--- src/rtl/mem_block_mover_if.sv ---
// Bundle of the mover's control-side request/status signals and its data-memory port.
// The slave modport is the mover; the master modport is the controller plus memory around it.
interface mem_block_mover_if #(
    parameter int AW = 8
);
    logic          Start;
    logic          Mode;
    logic [AW-1:0] SrcAddr;
    logic [AW-1:0] DstAddr;
    logic [AW-1:0] Len;
    logic [7:0]    FillVal;
    logic          Busy;
    logic          Done;
    logic [AW-1:0] DataAddress;
    logic          WriteMem;
    logic [7:0]    DataIn;
    logic [7:0]    DataOut;

    modport slave (
        input  Start, Mode, SrcAddr, DstAddr, Len, FillVal, DataOut,
        output Busy, Done, DataAddress, WriteMem, DataIn
    );

    modport master (
        output Start, Mode, SrcAddr, DstAddr, Len, FillVal, DataOut,
        input  Busy, Done, DataAddress, WriteMem, DataIn
    );
endinterface

--- src/rtl/mem_block_mover.sv ---
// Copies (read then write, two cycles per byte) or fills (one cycle per byte) a
// wrapping region of the 8-bit data memory, then pulses Done for one cycle.
module mem_block_mover #(
    parameter int AW = 8
) (
    input  logic             CLK,
    input  logic             Reset_n,
    mem_block_mover_if.slave bus
);
    typedef enum logic [2:0] {IDLE, READ, WRITE, FILL, DONE} state_t;

    state_t        state, state_next;
    logic [AW-1:0] idx;
    logic [AW-1:0] src;
    logic [AW-1:0] dst;
    logic [AW-1:0] len;
    logic [7:0]    hold;
    logic [7:0]    fill_val;
    logic          last;

    // One extra bit keeps idx+1 from wrapping back to 0 when len is at its maximum.
    assign last = ({1'b0, idx} + (AW+1)'(1)) == {1'b0, len};

    always_ff @(posedge CLK or negedge Reset_n) begin
        if (!Reset_n) begin
            state    <= IDLE;
            idx      <= '0;
            src      <= '0;
            dst      <= '0;
            len      <= '0;
            hold     <= '0;
            fill_val <= '0;
        end else begin
            state <= state_next;
            case (state)
                IDLE: begin
                    if (bus.Start) begin
                        src      <= bus.SrcAddr;
                        dst      <= bus.DstAddr;
                        len      <= bus.Len;
                        fill_val <= bus.FillVal;
                        idx      <= '0;
                    end
                end
                READ:        hold <= bus.DataOut;
                WRITE, FILL: idx  <= idx + AW'(1);
                default: ;
            endcase
        end
    end

    // Mode needs no register of its own: the choice of READ or FILL carries it.
    always_comb begin
        state_next      = state;
        bus.Busy        = 1'b0;
        bus.Done        = 1'b0;
        bus.DataAddress = '0;
        bus.WriteMem    = 1'b0;
        bus.DataIn      = '0;
        case (state)
            IDLE: begin
                if (bus.Start) begin
                    if (bus.Len == '0)
                        state_next = DONE;
                    else if (bus.Mode)
                        state_next = FILL;
                    else
                        state_next = READ;
                end
            end
            READ: begin
                bus.Busy        = 1'b1;
                bus.DataAddress = src + idx;
                state_next      = WRITE;
            end
            WRITE: begin
                bus.Busy        = 1'b1;
                bus.DataAddress = dst + idx;
                bus.WriteMem    = 1'b1;
                bus.DataIn      = hold;
                state_next      = last ? DONE : READ;
            end
            FILL: begin
                bus.Busy        = 1'b1;
                bus.DataAddress = dst + idx;
                bus.WriteMem    = 1'b1;
                bus.DataIn      = fill_val;
                state_next      = last ? DONE : FILL;
            end
            DONE: begin
                bus.Done   = 1'b1;
                state_next = IDLE;
            end
            default: state_next = IDLE;
        endcase
    end
endmodule

--- src/flat_wrapper.sv ---
// flat-port wrapper written by rule: the top's interface ports become plain ports
module mem_block_mover_flat 
#(
    parameter int AW = 8
)
  (CLK, Reset_n, bus_Start, bus_Mode, bus_SrcAddr, bus_DstAddr, bus_Len, bus_FillVal, bus_DataOut, bus_Busy, bus_Done, bus_DataAddress, bus_WriteMem, bus_DataIn);
  mem_block_mover_if #(.AW(AW)) bus_i ();
  input  logic CLK;
  input  logic Reset_n;
  input wire logic [$bits(bus_i.Start)-1:0] bus_Start;
  input wire logic [$bits(bus_i.Mode)-1:0] bus_Mode;
  input wire logic [$bits(bus_i.SrcAddr)-1:0] bus_SrcAddr;
  input wire logic [$bits(bus_i.DstAddr)-1:0] bus_DstAddr;
  input wire logic [$bits(bus_i.Len)-1:0] bus_Len;
  input wire logic [$bits(bus_i.FillVal)-1:0] bus_FillVal;
  input wire logic [$bits(bus_i.DataOut)-1:0] bus_DataOut;
  output wire logic [$bits(bus_i.Busy)-1:0] bus_Busy;
  output wire logic [$bits(bus_i.Done)-1:0] bus_Done;
  output wire logic [$bits(bus_i.DataAddress)-1:0] bus_DataAddress;
  output wire logic [$bits(bus_i.WriteMem)-1:0] bus_WriteMem;
  output wire logic [$bits(bus_i.DataIn)-1:0] bus_DataIn;
  assign bus_i.Start = bus_Start;
  assign bus_i.Mode = bus_Mode;
  assign bus_i.SrcAddr = bus_SrcAddr;
  assign bus_i.DstAddr = bus_DstAddr;
  assign bus_i.Len = bus_Len;
  assign bus_i.FillVal = bus_FillVal;
  assign bus_i.DataOut = bus_DataOut;
  assign bus_Busy = bus_i.Busy;
  assign bus_Done = bus_i.Done;
  assign bus_DataAddress = bus_i.DataAddress;
  assign bus_WriteMem = bus_i.WriteMem;
  assign bus_DataIn = bus_i.DataIn;
  mem_block_mover #(.AW(AW)) u_core (.CLK(CLK), .Reset_n(Reset_n), .bus(bus_i));
endmodule
--- config.mk ---
export PLATFORM = sky130hd
export DESIGN_NAME = mem_block_mover_flat
export DESIGN_NICKNAME = d
export VERILOG_FILES = /design/src/rtl/mem_block_mover_if.sv /design/src/rtl/mem_block_mover.sv /design/src/flat_wrapper.sv
export SDC_FILE = /design/constraint.sdc
export NUM_CORES = 1
export LEC_CHECK = 0
export ABC_AREA = 1
export ABC_CLOCK_PERIOD_IN_PS = 3650
export BUFFER_PORTS_ARGS = -buffer_cell sky130_fd_sc_hd__buf_2
export CORE_MARGIN = 5
export CORE_UTILIZATION = 48
export DETAILED_ROUTE_END_ITERATION = 16
export PLACE_DENSITY = 0.84
export REMOVE_ABC_BUFFERS = 1
export SLEW_MARGIN = 40
export SYNTH_ARGS = -nofsm -noshare
export SYNTH_HDL_FRONTEND = slang
export SYNTH_SLANG_ARGS = --single-unit
--- constraint.sdc ---
create_clock -name CLK -period 3.65 [get_ports CLK]
set_input_delay 0.73 -clock CLK [delete_from_list [all_inputs] [get_ports CLK]]
set_output_delay 0.73 -clock CLK [all_outputs]
set_load 0.01 [all_outputs]
==> results by group <==
Run status
  – Status: finished clean

Timing
  – Period utilisation layout: 0.9114
  – PnR worst setup slack: around 0.32 ns
  – Tmin final: roughly 3.3 ns
  – Fin. Hold Viols: 0
  – Worst slew margin: 0.5537
  – Clk_skew: 0.006975 ns
  – Worst Tran Pin Value: about 0.67 ns
  – Setup tns final: 0 ns
  – FMAX: roughly 0.3 GHz
  – Fin. max-slew vios: 0
  – RSZ-0062 raised after global routing: no
  – Setup-failing EPs final: 0
  – Hold slack: approximately 0.45 ns

Finish
  – Core Util, Final: 0.5736
  – Nets: 502
  – Diode count: 0
  – Area grow syn2layout: 17.94%
  – Fillers: between 500 and 600
  – Final Non-Filler Cells: between 500 and 600
  – Share of cells above drive strength 1: 0.1956

Drt
  – ANT nets after route: 0
  – Post-Route WL: approximately 6500 um
  – Vias per inst: a little under 5
  – TritonRoute pass-1 iters: 4
  – DRC: 0
  – Iter 0 DRT Violations: 177
  – DR WL/cell: ~12 um
  – Vias: roughly 2,600

Floorplanning
  – Die area: between 7000 and 8000 um2
  – Die Y: just under 90 um
  – Rows: 28
  – CORE AREA: 5851 um2
  – Starting density of the core: 0.4863
  – # IOs: 63
  – DIE WIDTH: 86.99 um

Logic synthesis
  – Number of enable flip-flop cells after synthesis: 0
  – Most instantiated cells after synthesis: 153 x nand2_1, 51 x dfrtp_1, 43 x inv_1
  – Synthesized area per cell: 7.352 um2
  – Count of different cell masters after synthesis: 27
  – Mux share of post-synthesis cell area: 0.003518
  – XOR/XNOR share of the synthesized area: 0.01847
  – Combinational family with the most area after synthesis: simple AND/OR/NAND/NOR gates
  – Post-Synth Adder-Cell Area: 0.04222
  – Post-Synth Simple-Gate Area: 0.3171
  – Yosys top cell area share: 0.4485
  – Top-count cell post-synth: nand2_1
  – Synth Cell Area: approximately 2800 um2
  – Ranking of synthesized cells by area: dfrtp_1 45%, nand2_1 20%, inv_1 5.7%
  – Ys async rst share: 1.000
  – Synth warnings: 0
  – Complex-gate fraction of the synthesized area: 0.09235
  – #FFs+latches synth: ~50
  – Post-synth top flop: dfrtp_1
  – Sequential fraction of the synthesis area: 0.4485
  – Cells after synthesis: between 300 and 400
  – Cell accounting for the most synthesized area: dfrtp_1

Critical path
  – R2R depth: 8
  – Crit Path Max Fanout: 14
  – Worst reg2reg startpoint: u_core.state[1]
  – CP startpoint kind: flop
  – CP max stage delay: around 0.43 ns
  – Critical Path, Cell by Cell: inv_2 -> nand2_4 -> inv_1 -> buf_4 -> nand2_1 -> nand2_1 -> ha_1 -> a21oi_1 -> nand2_1 -> nand2_1 -> nand2_1 -> a21oi_1 -> xor2_1 -> nor2_1 -> buf_2
  – Crit path max-delay family: buffers and inverters
  – Most frequent CP cell: nand2_1
  – Critical Path AT: 2.60 ns
  – CP endpoint kind: output pin
  – Reg2reg setup slack: approximately 1.7 ns
  – Crit Path Class: flop to output pin
  – R2r endpoint: u_core.len[1]
  – Worst path slowest cell: dfrtp_1
  – CP required: a little under 3 ns
  – CP bufs+invs: 4

Clocking
  – Deepest clock path buffer count: 2
  – H-tree levels: 2
  – CTS root buf: clkbuf_8
  – CTS buffer count: 5
  – Skew-Pair Late Insertion Delay: 0.31 ns
  – Reg clk slew, reported paths: 0.10 ns
  – CTS Hold Bufs: 0
  – CTS resizes: 0
  – CTS Sinks: 51
  – Post-CTS Setup Bufs: 0
  – CTS tree: yes

Placement
  – Routability cong.: roughly 0.87
  – HPWL after DPL: 4898 um
  – Cells after DPL: about 520
  – PortBufs: 62
  – Place WS: approximately 0.42 ns

GRT
  – Initial antenna violation count: 0
  – First-pass GRT wire length: 11,390 um
  – GR Overflow Total: 0
  – Number of global-route vias before repair: about 2,600
  – Pin count of the biggest net entering global routing: 38
  – Global-route usage over all layers: 0.1862

Hold path
  – HP Class: input port to async pin

Power and ir drop
  – PD cells: 915.5 nW/um2
  – Max rail drop VDD: 461.0 uV
  – Pleak: 1.863 nW

Flow run
  – Max Cap Viol: 0
==> per-stage QoR <==
| stage | area, um2 | power, mW |
|---|---|---|
| 4_1_cts | 3348 | 3.080 |
| 5_1_grt | 3356 | 3.368 |
| 3_3_place_gp | 3216 | 2.562 |
| 6_report | 3356 | 3.072 |
| 2_1_floorplan | 2796 | 2.097 |
| 3_5_place_dp | 3216 | 2.620 |
==> kinds of logic after synthesis <==
group                    after synthesis
flip-flops                            51
adder cells (fa/ha/maj)                9
XOR/XNOR                               6
AND/OR/NAND/NOR                      215
multiplexers                           1
buffers and inverters                 55
AO/OA/AOI/OAI                         50
==> area by class of cell <==
type,count,area [um2],area share
Clock buffer,6,72.57,0.02163
Multi-Input combinational cell,281,1355,0.4038
Inverter,46,172.7,0.05145
Clock inverter,2,60.06,0.01790
Sequential cell,51,1276,0.3803
Tap cell,75,93.84,0.02796
Timing Repair Buffer,64,325.3,0.09694
==> worst reg2reg max path: cells and delay by family (launching register included) <==
| family | cells | cell delay [ns] |
|---|---|---|
| AOI/OAI and AO/OA | 1 | 0.09 |
| buffers and inverters | 3 | 0.49 |
| DFF | 1 | 0.44 |
| and+or+nand+nor | 4 | 0.77 |
==> per-layer routing <==
metal	up-vias	GRT usage	part of all wire
met5	-	0	0
met2	53	0.3271	0.51
met3	9	0.02838	0.040
li1	1335	-	-
met4	0	0.05524	0.015
met1	1189	0.2356	0.44
==> sequential cells by signal, summed over array words and instances (netlist names) <==
| name | cells |
|---|---|
| u_core.len | 8 |
| u_core.hold | 8 |
| u_core.state | 3 |
| u_core.idx | 8 |
| u_core.src | 8 |
| u_core.fill_val | 8 |
| u_core.dst | 8 |
==> how the worst max path moves through the flow <==
stage / start / cells past startpoint / slack, ns / endpoint
3_5_place_dp: u_core.state[2] / 15 / 0.42 / bus_DataAddress[5]
6_report: u_core.state[2] / 15 / 0.32 / bus_DataAddress[5]
4_1_cts: u_core.state[2] / 15 / 0.05 / bus_DataAddress[5]
5_1_grt: u_core.state[2] / 15 / 0.05 / bus_DataAddress[5]
2_1_floorplan: u_core.state[2] / 16 / 0.47 / bus_DataAddress[6]
3_3_place_gp: u_core.state[2] / 17 / 0.51 / bus_DataAddress[6]
==> cell usage in the layout (no fill, tap or decap), drive strengths merged, types with 2 or more instances in the layout <==
master / n
a21oi: 20
nand3: 21
dfrtp: 51
nand4: 3
nor2: 30
bufinv: 2
xor2: 5
nand2: 158
buf: 64
ha: 8
o22ai: 3
inv: 46
clkbuf: 6
o21ai: 25
==> power by group <==
group | switching, mW | internal [mW] | leakage, nW | total [mW]
Sequential | 0.194 | 0.830 | 0.628 | 1.02
Combinational | 0.998 | 0.589 | 1.17 | 1.59
Clock | 0.187 | 0.274 | 0.0654 | 0.461
Total | 1.38 | 1.69 | 1.86 | 3.07
No activity file was read; power rests on OpenSTA's default activity.
